**src/rtl/pa_pkg.sv**
```systemverilog
// Shared definitions for the PC sequencer: PC width, FSM encoding, default depth.
package pa_pkg;

    localparam int PC_W                = 16;
    localparam int CNT_W               = 4;
    localparam int DEFAULT_NUM_ENTRIES = 100;

    typedef enum logic [2:0] {
        ST_IDLE  = 3'd0,
        ST_RUN   = 3'd1,
        ST_STALL = 3'd2,
        ST_FLUSH = 3'd3,
        ST_FAULT = 3'd4
    } state_e;

    typedef struct packed {
        logic            valid;
        logic            rel;
        logic [PC_W-1:0] base;
        logic [PC_W-1:0] target;
    } redir_req_t;

endpackage

```
**src/rtl/pc_target_calc.sv**
```systemverilog
// Redirect target resolution plus range/self-target check, purely combinational.
module pc_target_calc
    import pa_pkg::*;
#(
    parameter int NUM_ENTRIES = DEFAULT_NUM_ENTRIES
) (
    input  logic            rel_i,
    input  logic [PC_W-1:0] base_i,
    input  logic [PC_W-1:0] target_i,
    input  logic [PC_W-1:0] cur_pc_i,
    output logic [PC_W-1:0] target_o,
    output logic            fault_o
);

    localparam logic [PC_W:0] LIMIT = (PC_W+1)'(NUM_ENTRIES);

    always_comb begin
        // Relative offsets wrap modulo 2^16; no saturation.
        target_o = rel_i ? (base_i + target_i) : target_i;
        // A target equal to the current PC would look like a stall to fetch.
        fault_o  = ({1'b0, target_o} >= LIMIT) || (target_o == cur_pc_i);
    end

endmodule

```
**src/rtl/pc_sequencer.sv**
```systemverilog
// Fetch PC sequencer: run/stall/flush/fault FSM driving registered PC and flush to fetch.
module pc_sequencer
    import pa_pkg::*;
#(
    parameter int              NUM_ENTRIES  = DEFAULT_NUM_ENTRIES,
    parameter logic [PC_W-1:0] RESET_PC     = 16'h0000,
    parameter int              FLUSH_CYCLES = 1
) (
    input  logic            clock_i,
    input  logic            reset_i,
    input  logic            enable_i,
    input  logic            stall_i,
    input  logic            redirect_valid_i,
    input  logic            redirect_rel_i,
    input  logic [PC_W-1:0] redirect_pc_i,
    input  logic [PC_W-1:0] redirect_target_i,
    output logic [PC_W-1:0] pc_o,
    output logic            flush_o,
    output logic            fault_o,
    output logic [PC_W-1:0] fault_pc_o,
    output logic [2:0]      state_o
);

    localparam logic [PC_W:0]    LIMIT      = (PC_W+1)'(NUM_ENTRIES);
    localparam logic [CNT_W-1:0] FLUSH_LOAD = CNT_W'(FLUSH_CYCLES);

    state_e            state_q, state_d;
    logic [PC_W-1:0]   pc_q, pc_d;
    logic              flush_q, flush_d;
    logic              fault_q, fault_d;
    logic [PC_W-1:0]   fault_pc_q, fault_pc_d;
    logic [CNT_W-1:0]  cnt_q, cnt_d;

    redir_req_t        req;
    logic [PC_W-1:0]   tgt;
    logic              tgt_fault;
    logic [PC_W:0]     inc_w;
    logic              inc_fault;
    logic              redir_ok_state;

    assign req = '{valid:  redirect_valid_i,
                   rel:    redirect_rel_i,
                   base:   redirect_pc_i,
                   target: redirect_target_i};

    pc_target_calc #(
        .NUM_ENTRIES (NUM_ENTRIES)
    ) u_tgt (
        .rel_i    (req.rel),
        .base_i   (req.base),
        .target_i (req.target),
        .cur_pc_i (pc_q),
        .target_o (tgt),
        .fault_o  (tgt_fault)
    );

    assign inc_w          = {1'b0, pc_q} + {{PC_W{1'b0}}, 1'b1};
    assign inc_fault      = (inc_w >= LIMIT);
    assign redir_ok_state = (state_q == ST_RUN) || (state_q == ST_STALL) ||
                            (state_q == ST_FLUSH);

    always_comb begin
        state_d    = state_q;
        pc_d       = pc_q;
        flush_d    = 1'b0;
        fault_d    = fault_q;
        fault_pc_d = fault_pc_q;
        cnt_d      = cnt_q;

        // Redirect outranks stall and enable whenever it is honoured.
        if (req.valid && redir_ok_state) begin
            if (tgt_fault) begin
                state_d    = ST_FAULT;
                fault_d    = 1'b1;
                fault_pc_d = tgt;
                cnt_d      = '0;
            end else begin
                state_d = ST_FLUSH;
                pc_d    = tgt;
                flush_d = 1'b1;
                cnt_d   = FLUSH_LOAD;
            end
        end else begin
            case (state_q)
                ST_IDLE: begin
                    if (enable_i) state_d = ST_RUN;
                end
                ST_RUN, ST_STALL: begin
                    if (!enable_i) begin
                        state_d = ST_IDLE;
                    end else if (stall_i) begin
                        state_d = ST_STALL;
                    end else if (inc_fault) begin
                        state_d    = ST_FAULT;
                        fault_d    = 1'b1;
                        fault_pc_d = inc_w[PC_W-1:0];
                    end else begin
                        state_d = ST_RUN;
                        pc_d    = inc_w[PC_W-1:0];
                    end
                end
                ST_FLUSH: begin
                    // flush_o stays high for FLUSH_CYCLES edges after the redirect.
                    if (cnt_q > 1) begin
                        cnt_d   = cnt_q - 1'b1;
                        flush_d = 1'b1;
                    end else begin
                        cnt_d   = '0;
                        state_d = enable_i ? ST_RUN : ST_IDLE;
                    end
                end
                ST_FAULT: begin
                    fault_d = 1'b1;
                end
                default: begin
                    state_d = ST_IDLE;
                end
            endcase
        end
    end

    always_ff @(posedge clock_i or negedge reset_i) begin
        if (!reset_i) begin
            state_q    <= ST_IDLE;
            pc_q       <= RESET_PC;
            flush_q    <= 1'b0;
            fault_q    <= 1'b0;
            fault_pc_q <= '0;
            cnt_q      <= '0;
        end else begin
            state_q    <= state_d;
            pc_q       <= pc_d;
            flush_q    <= flush_d;
            fault_q    <= fault_d;
            fault_pc_q <= fault_pc_d;
            cnt_q      <= cnt_d;
        end
    end

    assign pc_o       = pc_q;
    assign flush_o    = flush_q;
    assign fault_o    = fault_q;
    assign fault_pc_o = fault_pc_q;
    assign state_o    = state_q;

endmodule

```
**config.mk**
```make
export PLATFORM = sky130hd
export DESIGN_NAME = pc_sequencer
export DESIGN_NICKNAME = d
export VERILOG_FILES = /design/src/rtl/pa_pkg.sv /design/src/rtl/pc_target_calc.sv /design/src/rtl/pc_sequencer.sv
export SDC_FILE = /design/constraint.sdc
export NUM_CORES = 1
export LEC_CHECK = 0
export CAP_MARGIN = 15
export CORE_MARGIN = 5
export CORE_UTILIZATION = 29
export DETAILED_ROUTE_END_ITERATION = 10
export PLACE_DENSITY = 0.53
export SYNTH_ARGS = -nofsm -noshare
export SYNTH_HDL_FRONTEND = slang
export SYNTH_HIERARCHICAL = 1
export SYNTH_SLANG_ARGS = --single-unit
```
**constraint.sdc**
```tcl
create_clock -name clock_i -period 3.5 [get_ports clock_i]
set_clock_uncertainty 0.1 [all_clocks]
set_input_delay 1.05 -clock clock_i [delete_from_list [all_inputs] [get_ports clock_i]]
set_output_delay 1.05 -clock clock_i [all_outputs]
set_load 0.05 [all_outputs]
```
# --- Word level (Yosys, flattened, before mapping) ---
# Cells that the tools add are included.
totals:
  reg_bits: 41
  in_bits: 38
  out_inout_bits: 37
op_classes:
  addsub: 3
  order_cmp: 3
  eq_ne: 15
  muxes: 36
  reduce_logical: 15
op_table:
  columns: ["op", "count"]
  rows:
  - ["$mux W16", 13]
  - ["$mux W3", 7]
  - ["$add A16 B1 Y17 const B", 1]
  - ["$ge A17 B7 Y1 const B", 1]
  - ["$add A16 B16 Y16", 1]
  - ["$eq A16 B16 Y1", 1]
  - ["$ge A16 B7 Y1 const B", 1]
  - ["$ne A3 B3 Y1 const B", 5]
  - ["$reduce_and A5 Y1", 3]
  - ["$mux W4", 3]
  - ["$pmux W3 S4", 1]
  - ["$mux W1", 11]
  - ["$reduce_bool A2 Y1", 4]
  - ["$eq A3 B2 Y1 const B", 2]
  - ["$ne A2 B2 Y1 const B", 3]
  - ["$gt A4 B1 Y1 const B", 1]
  - ["$ne A2 B1 Y1 const B", 2]
  - ["$sub A4 B1 Y4 const B", 1]
  - ["$eq A3 B1 Y1 const B", 1]
  - ["$eq A3 B3 Y1 const B", 1]
  - ["$logic_not A3 Y1", 1]
  - ["$logic_or A1 B1 Y1", 3]
  - ["$reduce_and A3 Y1", 1]
  - ["$reduce_bool A3 Y1", 1]
  - ["3 further kinds", 3]

# --- Depth between registers and ports, before layout ---
depth:
  depth_word: 7
  depth_mapped: 16

# --- Cells and area by module ---
# The synthesis kept the hierarchy.
modules_own_cells:
  columns: ["module", "n_inst", "cells_per_inst", "area_each_um2"]
  rows:
  - ["pc_sequencer", 1, 282, 2612.5]
  - ["pc_target_calc", 1, 231, 1645.3]

# --- Worst setup path before layout ---
# OpenSTA, ideal clock, no wires.
synth_path:
  kind: "input to register"
  from: "in redirect_pc_i[0]"
  to: "reg cnt_q[0]"
  setup_ns: 0.142
  arrival_time_ns: 4.128
  path_slack_ns: -0.870
  path_stages: 15
  path_buffers: 3
  path_cell_list: "ha_1 -> fa_1 -> a211oi_2 -> o21ai_0 -> nand2b_1 -> mux2i_1 -> a221oi_1 -> o2111ai_1 -> o211ai_1 -> clkbuf_1 -> inv_1 -> nand2_1 -> clkbuf_1 -> clkbuf_1 -> o211ai_1"
synth_via:
  elab_chain_cells: 6
  elab_cells_between_ends: 7
  classes_between: "1 x add/sub; 1 x order compare; 1 x eq/ne; 3 x mux; 1 x reduce/logical"
synth_lines:
  columns: ["item", "line", "source"]
  rows:
  - ["start: declaration", "pc_sequencer.sv:15", "input logic [PC_W-1:0] redirect_pc_i,"]
  - ["$add A16 B16 Y16 *", "pc_target_calc.sv:19", "target_o = rel_i ? (base_i + target_i) : target_i;"]
  - ["$mux W16 *", "pc_target_calc.sv:19", null]
  - ["$ge A16 B7 Y1 / $eq A16 B16 Y1 (equally long branches)", "pc_target_calc.sv:21", "fault_o = ({1'b0, target_o} >= LIMIT) || (target_o == cur_pc_i);"]
  - ["$logic_or A1 B1 Y1 *", "pc_target_calc.sv:21", null]
  - ["named net tgt_fault", "pc_sequencer.sv:36", "logic tgt_fault;"]
  - ["$mux W1 *", "pc_sequencer.sv:72", "if (tgt_fault) begin"]
  - ["$mux W4 *", "pc_sequencer.sv:71", "if (req.valid && redir_ok_state) begin"]
  - ["end signal: assignment", "pc_sequencer.sv:136", "cnt_q <= cnt_d;"]
  - ["end: declaration", "pc_sequencer.sv:32", "logic [CNT_W-1:0] cnt_q, cnt_d;"]
# The timed path passes the listed nets; every way through them passes the cells marked *.
# A chain may end at the register's enable or synchronous reset.

# --- Final worst setup path ---
layout_path:
  from: "in redirect_pc_i[6]"
  to: "reg fault_pc_q[4] (netlist: fault_pc_o[4])"
layout_via:
  elab_chain_cells: 6
  elab_cells_between_ends: 7
  classes_between: "1 x add/sub; 1 x order compare; 2 x eq/ne; 1 x mux; 2 x reduce/logical"
layout_lines:
  columns: ["item", "line", "source"]
  rows:
  - ["$add A16 B16 Y16 *", "pc_target_calc.sv:19", null]
  - ["$mux W16 *", "pc_target_calc.sv:19", null]
  - ["named net tgt[9]", "pc_sequencer.sv:35", "logic [PC_W-1:0] tgt;"]
  - ["$ge A16 B7 Y1 / $eq A16 B16 Y1 (equally long branches)", "pc_target_calc.sv:21", null]
  - ["$logic_or A1 B1 Y1 *", "pc_target_calc.sv:21", null]
  - ["named net tgt_fault", "pc_sequencer.sv:36", null]
  - ["$ne A2 B2 Y1 (no line) *", null, null]
  - ["$reduce_and A5 Y1 (no line) *", null, null]
  - ["end signal: assignment", "pc_sequencer.sv:135", "fault_pc_q <= fault_pc_d;"]
  - ["end: declaration", "pc_sequencer.sv:31", "logic [PC_W-1:0] fault_pc_q, fault_pc_d;"]
# Marks and branches as above.

==> parameters.txt <==
Parameter                              Value

Status
  Run status    finished, violations left
  Violated checks    setup timing

Floorplanning
  Floorplan core area    between 10000 and 15000 sq um
  Overall die area    17200 sq um
  Number of top-level design ports    between 70 and 80
  Starting density of the core    29.4%
  Horizontal die dimension    about 130 um
  # rows    44
  Die outline height    approximately 130 um

Setup path
  Launch point of the worst path    redirect_pc_i[6]
  Arrival time worst endpoint    4130 ps
  Cell chain of the critical path    dlygate4sd2_1 -> ha_4 -> a21oi_1 -> buf_4 -> o211a_4 -> o2111a_1 -> or3_4 -> nor4_4 -> nor4b_4 -> o211ai_1 -> buf_4 -> a22oi_4 -> buf_8 -> mux2_4
  Critical Path Sink Type    flip-flop
  Type of element launching the critical path    input pin
  Slowest stage cell, crit path    sky130_fd_sc_hd__or3_4
  Category of the critical setup timing path    in2reg
  FF-to-FF Start    pc_o[12]$_DFFE_PN0P_
  Kind of cell adding the most delay to the critical path    simple AND/OR/NAND/NOR gates
  Slowest stage delay, CP    410 ps
  Required time worst endpoint    ~3600 ps
  Critical path buffers and inverters    4
  CP dominant cell by count    sky130_fd_sc_hd__buf_4
  Largest fanout of any net on the critical path    7

Cells and area
  Share of final-layout standard cells stronger than drive strength 1    34.7%
  Area growth from synthesis to layout    56.3%
  Post-route insts no fill    888
  Most common cell after layout, fill and taps aside    sky130_fd_sc_hd__buf_4
  Top library cells by usage in the layout, fill and taps aside    125 x sky130_fd_sc_hd__buf_4, 56 x sky130_fd_sc_hd__nand2_1, 50 x sky130_fd_sc_hd__clkdlybuf4s50_1, 41 x sky130_fd_sc_hd__dfrtp_1, 34 x sky130_fd_sc_hd__nor2_1
  Number of fill cells    1426
  Nets    about 760
  N_diodes    0
  Area taken by multi-input logic gates    3400 sq um
  Sequential Area    1030 sq um

Route
  Number of iterations in the first detailed-routing pass    4
  Starting DRT DRC Count    286
  Met2 routed wirelength    7100 um
  Wire length after detailed routing    14700 um
  Routed length on met1    6660 um
  Antenna-violating nets left    0
  Via density per instance    5.27
  Detailed-route wire length per cell    16.6 um
  Number of vias in the routed layout    4679
  Top Metal Used    met4
  DRC Markers    0
  Total met3 wirelength after detailed routing    612 um

Pwr
  P_int    0.00154 W
  Share of power burned in registers    24.4%
  Lkg Pwr    2.84 nW
  Switching part of the total power    39.6%
  Switching power    0.00101 W
  Clock power share    21.5%
  Maximum vdd ir drop    0.305 mV
  Ratio of total power to cell area    slightly below 400 nW/um^2
  Combinational fraction of design power    about 54%

Place
  Global placer's final weighted congestion    roughly 0.87
  Worst slack, placed    -1410 ps
  Number of buffers inserted by port buffering    74
  DPL Wire Length    11400 um
  Placed Cells    between 800 and 900

Synth
  Cell area after technology mapping    4260 sq um
  Net count after synthesis    between 500 and 600
  Post-Synthesis Cells    513
  Number of synthesized register bits    41
  Unique masters post-synth    74
  Top_reg_cell synth    sky130_fd_sc_hd__dfrtp_1
  Sequential-to-total area share from yosys stat    24.1%
  Number of enable flip-flop cells after synthesis    0
  Number of synthesis warnings    6
  Fraction of registers with async set/reset    100%
  Post-Synthesis Mean Instance Area    just over 8 sq um

Clock network
  Clock tree from TritonCTS    built
  Maximum count of clock buffers along a single path    2
  Reg clk slew, reported paths    ~50 ps
  CTS Hold Bufs    0
  TritonCTS sink count    41
  H-tree depth    2
  Clock latency of the later-clocked register in the worst-skew pair    290 ps
  Number of buffers created by CTS    5
  CTS Root Buffer Type    sky130_fd_sc_hd__clkbuf_16

Min path
  Worst Hold Launch    fault_o$_DFFE_PN0P_
  Hold crit path type    reg2reg

Run
  Maximum Capacitance Violations    0

Timing
  Transition time of the tightest slew-check pin    951 ps
  Post-route worst setup slack    -560 ps
  Number of hold violations in the final report    0
  Number of max-slew violations in the final report    0
  Setup repair after global routing missed its margin    yes
  Final setup violation count    38
  Post-Route Setup TNS    -16620 ps
  Fmax    246 MHz
  Period utilization    116%
  Tmin final    slightly above 4000 ps
  Worst slew slack as a fraction of its limit    36.6%

Global route
  Total gr overflow    0
  Wire length of the first global-routing pass    24200 um
  Vias in the first global route    4673
  Antenna violations before repair    0
  Largest net degree at the start of global routing    42
  Total routing resource utilization after global routing    16.5%
==> power by group through the flow <==
| stage | sequential, W | combinational (W) | clock (W) |
|---|---|---|---|
| 2_1_floorplan | 0.000892 | 0.000489 | 0 |
| 3_3_place_gp | 0.000628 | 0.00126 | 0 |
| 3_5_place_dp | 0.000629 | 0.00127 | 0 |
| 4_1_cts | 0.000624 | 0.00137 | 0.000562 |
| 5_1_grt | 0.000638 | 0.00148 | 0.000585 |
| 6_report | 0.000624 | 0.00138 | 0.000551 |
==> layout make-up <==
cell class | count | share of cell area (%)
Clock buffer | 6 | 2.09
Clock inverter | 2 | 0.564
Inverter | 9 | 0.508
Multi-Input combinational cell | 434 | 51.1
Sequential cell | 41 | 15.4
Tap cell | 184 | 3.46
Timing Repair Buffer | 212 | 26.9
==> sequential cells by signal, indices dropped and copies added (netlist names) <==
| name | flops |
|---|---|
| fault_o | 1 |
| pc_o | 16 |
| cnt_q | 4 |
| state_o | 3 |
| flush_o | 1 |
| fault_pc_o | 16 |
==> synth_stat cells (all sizes together), types with 3 or more instances <==
master | instances | area, sq um
o2111ai | 3 | 26.3
nand2b | 9 | 56.3
nand2 | 59 | 221
nor4 | 4 | 25.0
a21oi | 40 | 200
ha | 19 | 238
a211oi | 5 | 47.5
nor2 | 37 | 139
nand4 | 9 | 56.3
nand3 | 15 | 92.6
nor3 | 13 | 65.1
or2 | 4 | 25.0
nand4b | 3 | 26.3
mux2i | 7 | 70.1
or3 | 6 | 42.5
o21ai | 38 | 190
o21a | 3 | 22.5
a21o | 6 | 45.0
o2bb2ai | 4 | 35.0
inv | 9 | 33.8
o311ai | 4 | 35.0
o211ai | 13 | 111
mux2 | 20 | 263
dfrtp | 41 | 1030
and3 | 4 | 26.3
a211o | 4 | 35.0
o31ai | 5 | 37.5
and4 | 5 | 47.6
a22oi | 4 | 43.8
buf | 14 | 100
xnor2 | 24 | 210
and2 | 6 | 37.5
clkbuf | 15 | 56.3
a2bb2oi | 3 | 26.3
xor2 | 19 | 166
o2111a | 3 | 33.8
a31oi | 7 | 43.8
a221oi | 4 | 52.6
==> routing by layer <==
| layer | GRT usage, % | vias to the layer above |
|---|---|---|
| li1 | - | 2290 |
| met1 | 21.7 | 2233 |
| met2 | 27.7 | 131 |
| met3 | 2.64 | 25 |
| met4 | 5.25 | 0 |
| met5 | 0 | - |
==> worst paths after layout <==
check	cells after the start	endpoint	slack, ps
hold / removal	1	fault_o$_DFFE_PN0P_	380
min in group asynchronous	1	pc_o[12]$_DFFE_PN0P_	810
setup / recovery	14	fault_pc_o[4]$_DFFE_PN0P_	-560
hold reg to reg	1	fault_o$_DFFE_PN0P_	380
max in group asynchronous	1	flush_o$_DFF_PN0_	1880
setup reg to reg	14	fault_o$_DFFE_PN0P_	310
==> cells by family after synthesis <==
family	Yosys count	synth area share (%)
flip-flops	41	24.1
adder cells (fa/ha/maj)	20	6.05
AND/OR/NAND/NOR	186	22.8
XOR/XNOR	43	8.85
multiplexers	27	7.82
AO/OA/AOI/OAI	158	25.9
buffers and inverters	38	4.47
==> repair_timing <==
item / in CTS / in global routing
pin swaps: 26 / 24
resized for setup: 106 / 42
endpoints found under the setup margin: 38 / 38
cloned: 1 / 1
buffers inserted: 13 / 7
==> through the flow <==
stage	total power [W]	instance area, sq um	hold WS [ps]	utilization [%]
final	0.00256	6660	380	46.0
after global routing	0.00270	6660	401	46.0
after CTS	0.00256	6540	390	45.1
after detailed placement	0.00190	6040	366	41.7
after global placement	0.00189	6040	389	41.7
after floorplan	0.00138	4310	372	-
(Power assumes the default switching activity.)
